## config.mk

```make
export PLATFORM = sky130hd
export DESIGN_NAME = mc_mem_stage_flat
export DESIGN_NICKNAME = d
export VERILOG_FILES = /design/src/rtl/mc_mem_stage_pkg.sv /design/src/rtl/mc_mem_stage_if.sv /design/src/rtl/mc_bus_timeout.sv /design/src/rtl/mc_mem_stage.sv /design/src/flat_wrapper.sv
export SDC_FILE = /design/constraint.sdc
export NUM_CORES = 1
export LEC_CHECK = 0
export ABC_AREA = 1
export CORE_MARGIN = 3
export CORE_UTILIZATION = 30
export DETAILED_ROUTE_END_ITERATION = 12
export SLEW_MARGIN = 30
export SYNTH_ARGS = -nofsm -noshare
export SYNTH_HDL_FRONTEND = slang
export SYNTH_HIERARCHICAL = 1
export SYNTH_SLANG_ARGS = --single-unit
```

## constraint.sdc

```tcl
create_clock -name clk -period 2.75 [get_ports clk]
set_clock_uncertainty 0.15 [all_clocks]
set_input_delay 0.275 -clock clk [delete_from_list [all_inputs] [get_ports clk]]
set_output_delay 0.275 -clock clk [all_outputs]
set_load 0.1 [all_outputs]
```

## src/rtl/mc_mem_stage_pkg.sv

```systemverilog
// Shared types and constants for the multi-cycle memory-access stage.
// The FSM state encoding is exported so the debug state port can be decoded.
package mc_mem_stage_pkg;

  typedef enum logic [1:0] {
    ST_IDLE = 2'd0,
    ST_BUSY = 2'd1,
    ST_DONE = 2'd2
  } state_t;

  localparam logic IORD_PC  = 1'b0;
  localparam logic IORD_ALU = 1'b1;

  function automatic logic is_aligned(input logic [1:0] lsb);
    return lsb == 2'b00;
  endfunction

endpackage

```

## src/rtl/mc_mem_stage_if.sv

```systemverilog
// Bus between the memory stage (master) and the unified instruction/data memory (slave).
interface mc_mem_stage_if #(
  parameter int ADDR_W = 32,
  parameter int DATA_W = 32
);
  // Handshake: the master raises req with addr/we/wdata stable and holds them until the
  // edge after the slave's one-cycle ack (or until it aborts on timeout). rdata is valid
  // only in the ack cycle; an ack seen while req is low is ignored.
  logic              req;
  logic              we;
  logic [ADDR_W-1:0] addr;
  logic [DATA_W-1:0] wdata;
  logic [DATA_W-1:0] rdata;
  logic              ack;

  modport master (output req, output we, output addr, output wdata,
                  input  rdata, input ack);
  modport slave  (input  req, input we, input addr, input wdata,
                  output rdata, output ack);
endinterface

```

## src/rtl/mc_bus_timeout.sv

```systemverilog
// Saturating wait counter for an outstanding bus request; expire fires in the
// TIMEOUT_CYC-th enabled cycle after clear.
module mc_bus_timeout #(
  parameter int TIMEOUT_CYC = 255
) (
  input  logic clk,
  input  logic reset_n,
  input  logic clear,
  input  logic enable,
  output logic expire
);
  localparam int            CW   = $clog2(TIMEOUT_CYC + 1);
  localparam logic [CW-1:0] LAST = CW'(TIMEOUT_CYC - 1);
  localparam logic [CW-1:0] SAT  = {CW{1'b1}};

  logic [CW-1:0] cnt;

  always_ff @(posedge clk) begin
    if (!reset_n) begin
      cnt <= '0;
    end else if (clear) begin
      cnt <= '0;
    end else if (enable && (cnt != SAT)) begin
      cnt <= cnt + CW'(1);
    end
  end

  assign expire = enable && (cnt == LAST);

endmodule

```

## src/rtl/mc_mem_stage.sv

```systemverilog
// Memory-access stage for the multi-cycle CPU: address mux, req/ack bus cycle,
// IR/MDR load, and a stall that holds the control FSM until the access completes.
module mc_mem_stage
  import mc_mem_stage_pkg::*;
#(
  parameter int ADDR_W      = 32,
  parameter int DATA_W      = 32,
  parameter int TIMEOUT_CYC = 255
) (
  input  logic              clk,
  input  logic              reset_n,
  input  logic [ADDR_W-1:0] pc,
  input  logic [ADDR_W-1:0] alu_out,
  input  logic [DATA_W-1:0] wr_data,
  input  logic              IorD,
  input  logic              MemRead,
  input  logic              MemWrite,
  input  logic              IRWrite,
  output logic              stall,
  output logic [DATA_W-1:0] instr,
  output logic [DATA_W-1:0] mem_data,
  output logic              misalign_err,
  output logic              bus_err,
  output state_t            dbg_state,
  mc_mem_stage_if.master    bus
);

  state_t            state, state_next;
  logic              access;
  logic [ADDR_W-1:0] addr;
  logic              issue, flag_misalign, complete, abort;
  logic              dest_ir;
  logic              expire;

  assign access    = MemRead | MemWrite;
  assign addr      = (IorD == IORD_ALU) ? alu_out : pc;
  assign dbg_state = state;

  mc_bus_timeout #(.TIMEOUT_CYC(TIMEOUT_CYC)) u_timeout (
    .clk    (clk),
    .reset_n(reset_n),
    .clear  (issue),
    .enable (state == ST_BUSY),
    .expire (expire)
  );

  always_comb begin
    state_next    = state;
    issue         = 1'b0;
    flag_misalign = 1'b0;
    complete      = 1'b0;
    abort         = 1'b0;
    stall         = 1'b0;
    case (state)
      ST_IDLE: begin
        stall = access;
        if (access) begin
          if (is_aligned(addr[1:0])) begin
            issue      = 1'b1;
            state_next = ST_BUSY;
          end else begin
            flag_misalign = 1'b1;
            state_next    = ST_DONE;
          end
        end
      end
      ST_BUSY: begin
        stall = 1'b1;
        // An ack arriving in the expiry cycle still completes the access.
        if (bus.ack) begin
          complete   = 1'b1;
          state_next = ST_DONE;
        end else if (expire) begin
          abort      = 1'b1;
          state_next = ST_DONE;
        end
      end
      ST_DONE: state_next = ST_IDLE;
      default: state_next = ST_IDLE;
    endcase
  end

  always_ff @(posedge clk) begin
    if (!reset_n) begin
      state        <= ST_IDLE;
      bus.req      <= 1'b0;
      bus.we       <= 1'b0;
      bus.addr     <= '0;
      bus.wdata    <= '0;
      dest_ir      <= 1'b0;
      instr        <= '0;
      mem_data     <= '0;
      misalign_err <= 1'b0;
      bus_err      <= 1'b0;
    end else begin
      state <= state_next;
      if (issue) begin
        bus.req   <= 1'b1;
        bus.we    <= MemWrite;
        bus.addr  <= {addr[ADDR_W-1:2], 2'b00};
        bus.wdata <= wr_data;
        dest_ir   <= IRWrite;
      end
      if (complete || abort) bus.req <= 1'b0;
      if (complete && !bus.we) begin
        if (dest_ir) instr    <= bus.rdata;
        else         mem_data <= bus.rdata;
      end
      if (flag_misalign) misalign_err <= 1'b1;
      if (abort)         bus_err      <= 1'b1;
    end
  end

endmodule

```

## src/flat_wrapper.sv

```systemverilog
// flat-port wrapper written by rule: the top's interface ports become plain ports
module mc_mem_stage_flat import mc_mem_stage_pkg::*;
#(
  parameter int ADDR_W      = 32,
  parameter int DATA_W      = 32,
  parameter int TIMEOUT_CYC = 255
)
  (clk, reset_n, pc, alu_out, wr_data, IorD, MemRead, MemWrite, IRWrite, stall, instr, mem_data, misalign_err, bus_err, dbg_state, bus_req, bus_we, bus_addr, bus_wdata, bus_rdata, bus_ack);
  mc_mem_stage_if #(.ADDR_W(ADDR_W), .DATA_W(DATA_W)) bus_i ();
  input  logic clk;
  input  logic reset_n;
  input  logic [ADDR_W-1:0] pc;
  input  logic [ADDR_W-1:0] alu_out;
  input  logic [DATA_W-1:0] wr_data;
  input  logic IorD;
  input  logic MemRead;
  input  logic MemWrite;
  input  logic IRWrite;
  output logic stall;
  output logic [DATA_W-1:0] instr;
  output logic [DATA_W-1:0] mem_data;
  output logic misalign_err;
  output logic bus_err;
  output state_t dbg_state;
  output wire logic [$bits(bus_i.req)-1:0] bus_req;
  output wire logic [$bits(bus_i.we)-1:0] bus_we;
  output wire logic [$bits(bus_i.addr)-1:0] bus_addr;
  output wire logic [$bits(bus_i.wdata)-1:0] bus_wdata;
  input wire logic [$bits(bus_i.rdata)-1:0] bus_rdata;
  input wire logic [$bits(bus_i.ack)-1:0] bus_ack;
  assign bus_req = bus_i.req;
  assign bus_we = bus_i.we;
  assign bus_addr = bus_i.addr;
  assign bus_wdata = bus_i.wdata;
  assign bus_i.rdata = bus_rdata;
  assign bus_i.ack = bus_ack;
  mc_mem_stage #(.ADDR_W(ADDR_W), .DATA_W(DATA_W), .TIMEOUT_CYC(TIMEOUT_CYC)) u_core (.clk(clk), .reset_n(reset_n), .pc(pc), .alu_out(alu_out), .wr_data(wr_data), .IorD(IorD), .MemRead(MemRead), .MemWrite(MemWrite), .IRWrite(IRWrite), .stall(stall), .instr(instr), .mem_data(mem_data), .misalign_err(misalign_err), .bus_err(bus_err), .dbg_state(dbg_state), .bus(bus_i));
endmodule
```

* Word level (Yosys, flattened, before mapping)
Cells that the tools add are included.
Storage, ports and cells: word-level logic and storage cells 50, register bits after elaboration 141, input port bits 135
Cells by class: mux-type cells 18, bitwise gates (word level) 3, $add $sub $neg 1, equality and inequality tests 5, reductions and logical operators 12
Operators by type and width (number):
- $mux 32 | 1
- $mux 1 | 11
- $add 8x1->8 const B | 1
- $eq 8x8->1 const B | 1
- $mux 2 | 4
- $ne 8x8->1 const B | 1
- $reduce_and 2->1 | 3
- $logic_not 2->1 | 2
- $pmux 2 s2 | 1
- $reduce_or 2->1 | 2
- $logic_and 1x1->1 | 3
- $ne 3x2->1 const B | 1
- $eq 2x1->1 const B | 1
- $ne 2x1->1 const B | 1
- $not 1->1 | 2
- $pmux 1 s2 | 1
- $logic_not 1->1 | 1
- $logic_or 1x1->1 | 1
- $or 1x1->1 | 1

* Depth between registers and ports, before layout
Gate-level depths: netlist of run 1.
depth in word-level cells 7, gate-level depth with buffers 10

* Hierarchy
Netlist of run 1, hierarchy kept.
Modules (own cells, without submodules):
- mc_mem_stage | area an instance 6087.1 µm², instances 1, cells each 901
- mc_bus_timeout | area an instance 441.7 µm², instances 1, cells each 66

* Least setup slack after synthesis of run 1
OpenSTA, ideal clock, no wires.
path type flip-flop to flip-flop, start reg u_core.state[0], in the netlist u_core/dbg_state[0], end reg u_core.state[1], in the netlist u_core/dbg_state[1], buffers on the path 0, setup time 0.076 ns, cell stages (with the launch flop) 5, period minus slack after synthesis 3.169 ns, data arrival time 2.943 ns, slack -0.419 ns, cells stage by stage dfxtp_1 > inv_2 > a21oi_1 > nand3_1 > a21oi_1
On the way: longest elaborated chain between the ends 4, elaborated cells between the ends (all ways) 7, those cells by class eq/ne (3); mux (1); reduce/logical (3)
Ends and longest elaborated chain:
- start, declared | RTL line mc_mem_stage.sv:28 | state_t state, state_next;
- start signal, assigned | RTL line mc_mem_stage.sv:96 | state <= state_next;
- $eq 2x1->1 | RTL line mc_mem_stage.sv:43, mc_mem_stage.sv:54
- $logic_and 1x1->1 | RTL line mc_bus_timeout.sv:28 | assign expire = enable && (cnt == LAST);
- $ne 3x2->1 (no line)
- $reduce_and 2->1 (no line)
Parallel ways exist; a longest one is shown, timed or not. A chain may end at the register's enable or synchronous reset.

* Worst setup path after layout of run 1
start reg u_core.state[0], in the netlist u_core/dbg_state[0], end out stall
On the way: longest elaborated chain between the ends 2, elaborated cells between the ends (all ways) 3, those cells by class eq/ne (1); mux (1); reduce/logical (1)
Ends and longest elaborated chain:
- $eq 2x1->1 / $logic_not 2->1 (equally long branches) | RTL line mc_mem_stage.sv:54 | case (state)
- $pmux 1 s2 (*) | RTL line mc_mem_stage.sv:54
- end, declared | RTL line flat_wrapper.sv:19 | output logic stall;
Every way passes the cells marked *; elsewhere a longest branch is shown, timed or not.

==> reports/results.tsv, run 1 <==
metric	value	unit
Post-synth EDFFs	0	
Post-Synth XOR/XNOR Area	0.00268	
Final Max Tran Viols	0	
Critical Path RT	2.33	ns
Worst setup SP type	flip-flop	
Primary FF master, synth	dfxtp_1	
Synth Area in Simple Gates	0.342	
multi-input combinational cell area	0.00291	mm^2
Sequential Power Share	0.360	
Chip Width	154	um
Crit path largest cell delay	0.37	ns
Post-DRT Antenna Nets	0	
gp weighted congestion	0.797	
root buf cell	clkbuf_16	
DR WL/cell	12.9	um
ys async rst share	0	
synth warn	6	
CTS tree	yes	
Synth area leaders	dfxtp_1, nand2_1, nor2_1, inv_1, a21oi_1	
crit path kind	flip-flop to output pin	
Vias	6353	
worst setup margin	0.987	ns
Layout area overhead	46.9	%
gr usage total	0.157	
DRC violations left	0	
crit path from	u_core/dbg_state[0]$_SDFFE_PN0P_	
# rows	53	
largest net degree at the start of global routing	128	
sequential area share after synthesis	0.432	
Post-CTS Resized	0	
first-pass GRT wire length	30.5	mm
Cell Chain, Critical Path	inv_2 > a21oi_2 > buf_4	
dpl hpwl	13.3	mm
Die Area	0.0236	mm^2
Syn Inst Count	967	
total gr overflow	0	
CTS Buffer Depth	2	
total negative setup slack	0	ns
Crit Reg-Reg Startpoint	u_core/dbg_state[1]$_SDFFE_PN0P_	
Vias/cell	4.27	
antenna violations before repair	0	
starting density of the core	0.308	
clock latency on the worst-skew pair	0.41	ns
worst vdd ir	416	uV
Comb power frac	0.246	
Yosys cell types	25	
Hold Vio Cnt, Final	0	
Seq cells post-synth	141	
status	finished, final reports clean	
core area	0.0212	mm^2
worst-margin pin slew	0.736	ns
max_cap viols	0	
Fmax	567	MHz
nets	1337	
Hold Crit Start	IorD	
Reg clk slew, reported paths	0.06	ns
pre-CTS worst setup slack	0.644	ns
Fillers	2185	
Hold WS	0.288	ns
worst path bufs/invs	2	
Synth Area per Inst	6.75	um^2
Final min period	1.76	ns
worst min path class	input port to flip-flop	
Arr. time, crit path	1.34	ns
routed wire length	19.2	mm
Leak	4.68	nW
slowest stage cell, crit path	dfxtp_1	
starting DRC count in detailed routing	325	
clock sinks	141	
period utilisation layout	0.641	
Worst setup EP type	output pin	
register area	0.00282	mm^2
unrepaired setup endpoints after global routing	no	
final-report setup violation count	0	
Clk network pwr share	0.395	
I/O Buffers	267	
Max transition margin	0.509	
Sw Ratio	0.350	
cts bufs inserted	17	
Yosys top cell by area	dfxtp_1	
Post-Synth Adder-Cell Area	0.00383	
main combinational cell family by area after synthesis	simple AND/OR/NAND/NOR gates	
DR pass1 iterations	4	
complex-gate fraction of the synthesized area	0.0941	
PwrDens	636	mW/mm^2
cell family with most CP delay	buffers and inverters	
Die Height	154	um
Synth top area share	0.432	
switching power	2.13	mW
H-Tree Depth	4	
diodes inserted	0	
internal power	3.97	mW
vias in the first global route	5807	
CP Max Fanout	4	
Synth Cell Area	0.00653	mm^2
layout cells sized above 1	0.157	
num ports	270	
mux cell area share after synthesis	0	
[cell families (layout without fill, tap and decap cells)]
family / Yosys count / count (layout)
simple gates: 540 / 540
buf+inv: 174 / 419
flops: 141 / 141
compound gates: 107 / 107
fa+ha+maj: 2 / 2
xor+xnor: 2 / 2
other cells: 1 / 2
[per-stage QoR]
stage	instances	cell area [um^2]	utilization	total power, mW
detailed placement	1455	8960	0.422	3.74
global route	1488	9590	0.452	6.37
floorplan	968	6540	-	3.33
CTS	1488	9590	0.452	6.18
finish	1488	9590	0.452	6.10
global placement	1455	8960	0.422	3.74
[per-layer routing]
metal | wire (um) | global-route usage | part of all wire
met1 | 8890 | 0.202 | 0.46
met2 | 9170 | 0.263 | 0.48
met3 | 938 | 0.0408 | 0.049
met4 | 223 | 0.0404 | 0.012
met5 | 0 | 0 | 0
[final cells by class]
cell class,count,area share
Clock buffer,17,0.0444
Clock inverter,15,0.0200
Inverter,110,0.0430
Multi-Input combinational cell,653,0.303
Sequential cell,141,0.294
Tap cell,275,0.0359
Timing Repair Buffer,277,0.259
[sequential cells by signal (all words and copies together) (netlist names)]
register	flops
u_core/bus.req	1
u_core/mem_data	32
u_core/instr	32
u_core/misalign_err	1
u_core/u_timeout/cnt	8
u_core/bus.we	1
u_core/dest_ir	1
u_core/bus_err	1
u_core/dbg_state	2
u_core/bus.wdata	32
u_core/bus.addr	30
[path summary, 6_finish.rpt]
kind / to / slack (ns) / cells after the start
max: stall / 0.99 / 3
min: u_core/bus.addr[31]$_SDFFE_PN0P_ / 0.29 / 6
max reg2reg: u_core/u_timeout/cnt[0]$_SDFFE_PP0P_ / 1.06 / 8
min reg2reg: u_core/bus_err$_SDFFE_PN0P_ / 0.31 / 2
[power groups by stage]
stage	clock network, mW	registers (mW)	logic, mW
after floorplan	0	2.89	0.441
after global placement	0	2.24	1.50
after detailed placement	0	2.24	1.50
after CTS	2.48	2.19	1.51
after global routing	2.58	2.20	1.59
final	2.41	2.19	1.50
[synthesized netlist by cell type (2+ instances only)]
cell type  count
nand2_2        7
buf_6         13
buf_2         37
ha_1           2
nand3b_1      34
dfxtp_1      141
nand3_1       40
clkbuf_1       7
a21oi_1       72
o21ai_0        3
inv_2          3
nand2_1      242
nor3_1         2
o21a_1        30
buf_1          2
inv_1        107
nor2_1       213
buf_4          5
[worst register-to-register path, delay by kind of cell (launching register included)]
kind	cells	cell delay (ns)
AOI/OAI and AO/OA	1	0.17
buffers and inverters	2	0.13
DFF	1	0.41
and+or+nand+nor	5	0.77
[layout by cell type (no fill, tap or decap)]
cell,count
inv_6,7
a21oi_1,71
o21ai_0,3
nand2_1,242
clkinv_4,1
buf_4,137
o21a_1,30
inv_8,4
inv_2,3
dlygate4sd3_1,1
xnor2_1,1
nor2_2,1
nand2_2,6
nor2_1,212
o21ai_1,1
nor2_4,1
inv_1,107
clkbuf_16,17
a21oi_2,1
clkinv_8,1
nor3_1,2
buf_2,1
buf_12,6
nand3_1,40
bufinv_16,2
dfxtp_1,141
ha_1,2
nor4_1,1
conb_1,2
nand2_4,1
o21ai_2,1
clkdlybuf4s50_1,132
nand3b_1,34
xor2_1,1
[repair_timing]
action / CTS / global route
buffers inserted: 0 / 0
hold buffers: 1 / 0
hold endpoints to repair: 3 / 0
Power figures use the tool's default switching activity.
==> run 2: changes to the inputs <==
==> constraint.sdc (replaced) <==
create_clock -name clk -period 1.8 [get_ports clk]
set_clock_uncertainty 0.15 [all_clocks]
set_input_delay 0.18 -clock clk [delete_from_list [all_inputs] [get_ports clk]]
set_output_delay 0.18 -clock clk [all_outputs]
set_load 0.1 [all_outputs]
==> run 2 against run 1 <==
Effect of this change: routed wire length is 4.0% higher; die area unchanged; critical path type is now input port to output pin; cell count up 1.7%; non-clock buffer count is 25 higher; sequential share of layout area is 4.9 points lower; design area increased by 21%; global-route usage increased by 0.75 points; register-to-register slack worse by 0.80 ns; count of clock-buffer cells in the layout rose by 4; via count increased by 2.3%; clock power up 54%; sequential power up 57%.
==> reports/results.tsv, run 2 (synthesis results as in run 1) <==
metric	value	unit	change
M1 GR Usage	0.204		was 0.202
final core occ	0.545		was 0.452
# rows	53		unchanged
gr usage total	0.164		was 0.157
status	finished, final reports clean		unchanged
layout cells sized above 1	0.175		was 0.157
Worst setup EP type	output pin		unchanged
worst min path class	input port to flip-flop		unchanged
Reg clk slew, reported paths	0.06	ns	about the same
DR WL/cell	13.2	um	was 12.9 um
Critical Path RT	1.47	ns	was 2.33 ns
vias in the first global route	6045		was 5807
CTS tree	yes		unchanged
gp weighted congestion	0.784		was 0.797
max_cap viols	0		unchanged
Post-CTS Setup Bufs	0		unchanged
Vias	6502		was 6353
Die Height	154	um	unchanged
pre-CTS worst setup slack	-0.0554	ns	was 0.644 ns
unrepaired setup endpoints after global routing	no		unchanged
grt peak-use layer	met2		unchanged
CTS Buffer Depth	2		unchanged
Fmax	632	MHz	
cell area after layout	0.0116	mm^2	was 0.00959 mm^2
Hold Vio Cnt, Final	0		unchanged
Vias/cell	4.30		was 4.27
Total Power	9.91	mW	was 6.10 mW
Leak	5.23	nW	was 4.68 nW
Post-CTS Resized	0		unchanged
starting DRC count in detailed routing	309		was 325
met3 Usage GRT	0.0459		was 0.0408
num ports	270		unchanged
period utilisation layout	0.878		
Worst setup SP type	input port		was flip-flop
I/O Buffers	267		unchanged
nets	1362		was 1337
core area	0.0212	mm^2	unchanged
cts bufs inserted	17		unchanged
Cell Area, Placed	0.0109	mm^2	was 0.00896 mm^2
most frequent cells in the layout	nand2_1, nor2_1, buf_12		was nand2_1, nor2_1, dfxtp_1
DP Cell Count	1480		was 1455
diodes inserted	0		unchanged
starting density of the core	0.308		unchanged
total gr overflow	0		unchanged
worst setup margin	0.219	ns	was 0.987 ns
DR pass1 iterations	4		unchanged
antenna violations before repair	0		unchanged
clock latency on the worst-skew pair	0.41	ns	about the same
final cell count without fillers	1513		was 1488
crit path kind	input port to output pin		was flip-flop to output pin
multi-input combinational cell area	0.00292	mm^2	was 0.00291 mm^2
PwrDens	857	mW/mm^2	was 636 mW/mm^2
CTS Hold Bufs	1		unchanged
Layout area overhead	77.1	%	was 46.9%
Post-DRT Antenna Nets	0		unchanged
Final min period	1.58	ns	
Arr. time, crit path	1.25	ns	was 1.34 ns
M2 GR Usage	0.280		was 0.263
Final Max Tran Viols	0		unchanged
clock sinks	141		unchanged
Die Area	0.0236	mm^2	unchanged
Largest regs	u_core/bus.wdata: 32 flops, u_core/instr: 32 flops, u_core/mem_data: 32 flops		unchanged
root buf cell	clkbuf_16		unchanged
routed wire length	20.0	mm	was 19.2 mm
DRC violations left	0		unchanged
H-Tree Depth	4		unchanged
Chip Width	154	um	unchanged
commonest non-fill, non-tap cell in the layout	nand2_1		unchanged
Fillers	1937		was 2185
first-pass GRT wire length	31.7	mm	was 30.5 mm
total negative setup slack	0	ns	unchanged
final-report setup violation count	0		unchanged
register area	0.00283	mm^2	was 0.00282 mm^2
Hold WS	0.226	ns	was 0.288 ns
worst vdd ir	571	uV	was 416 uV
dpl hpwl	14.9	mm	was 13.3 mm
largest net degree at the start of global routing	65		was 128
CP Max Fanout	2		was 4
run 2: cell types whose count changed in the layout (fill, tap and decap cells not counted), moves of 2 or more:
cell,previous run,this run
dfxtp_4,0,2
buf_4,137,22
dfxtp_1,141,138
inv_6,7,2
buf_12,6,146
clkinv_4,1,5
clkbuf_1,0,2
inv_8,4,0
run 2: worst paths after layout:
path                                                      startpoint                                to  slack (ns)  cells after the start
worst max-delay path                                        MemWrite                             stall        0.22                      4
worst min-delay path                                   bus_rdata[28]     u_core/instr[28]$_SDFFE_PN0P_        0.23                      3
worst max register to register  u_core/u_timeout/cnt[1]$_SDFFE_PP0P_  u_core/dbg_state[1]$_SDFFE_PN0P_        0.26                      7
worst min register to register      u_core/misalign_err$_SDFFE_PN0P_  u_core/misalign_err$_SDFFE_PN0P_        0.34                      2
run 2: final cells by class:
class | count | share of cell area
clock inverters | 11 | 0.0135
repair buffers | 302 | 0.383
well taps | 275 | 0.0298
flip-flops and latches | 141 | 0.245
multi-input cells | 653 | 0.253
inverters | 110 | 0.0357
clock buffers | 21 | 0.0408
run 2: where the power goes:
part / switching (mW) / total (mW) / internal, mW
Sequential: 0.157 / 3.43 / 3.27
Clock: 1.39 / 3.71 / 2.32
Combinational: 1.66 / 2.78 / 1.12
run 2: metal layers:
| layer | vias to the layer above | share of wire |
|---|---|---|
| li1 | 3461 | - |
| met3 | 24 | 0.056 |
| met1 | 2854 | 0.43 |
| met4 | 0 | 0.019 |
| met5 | - | 0 |
| met2 | 163 | 0.49 |
run 2: critical path, stage by stage:
cell and delay (ns):
clkdlybuf4s50_1 0.44, nor2_1 0.33, a21oi_4 0.11, buf_12 0.18
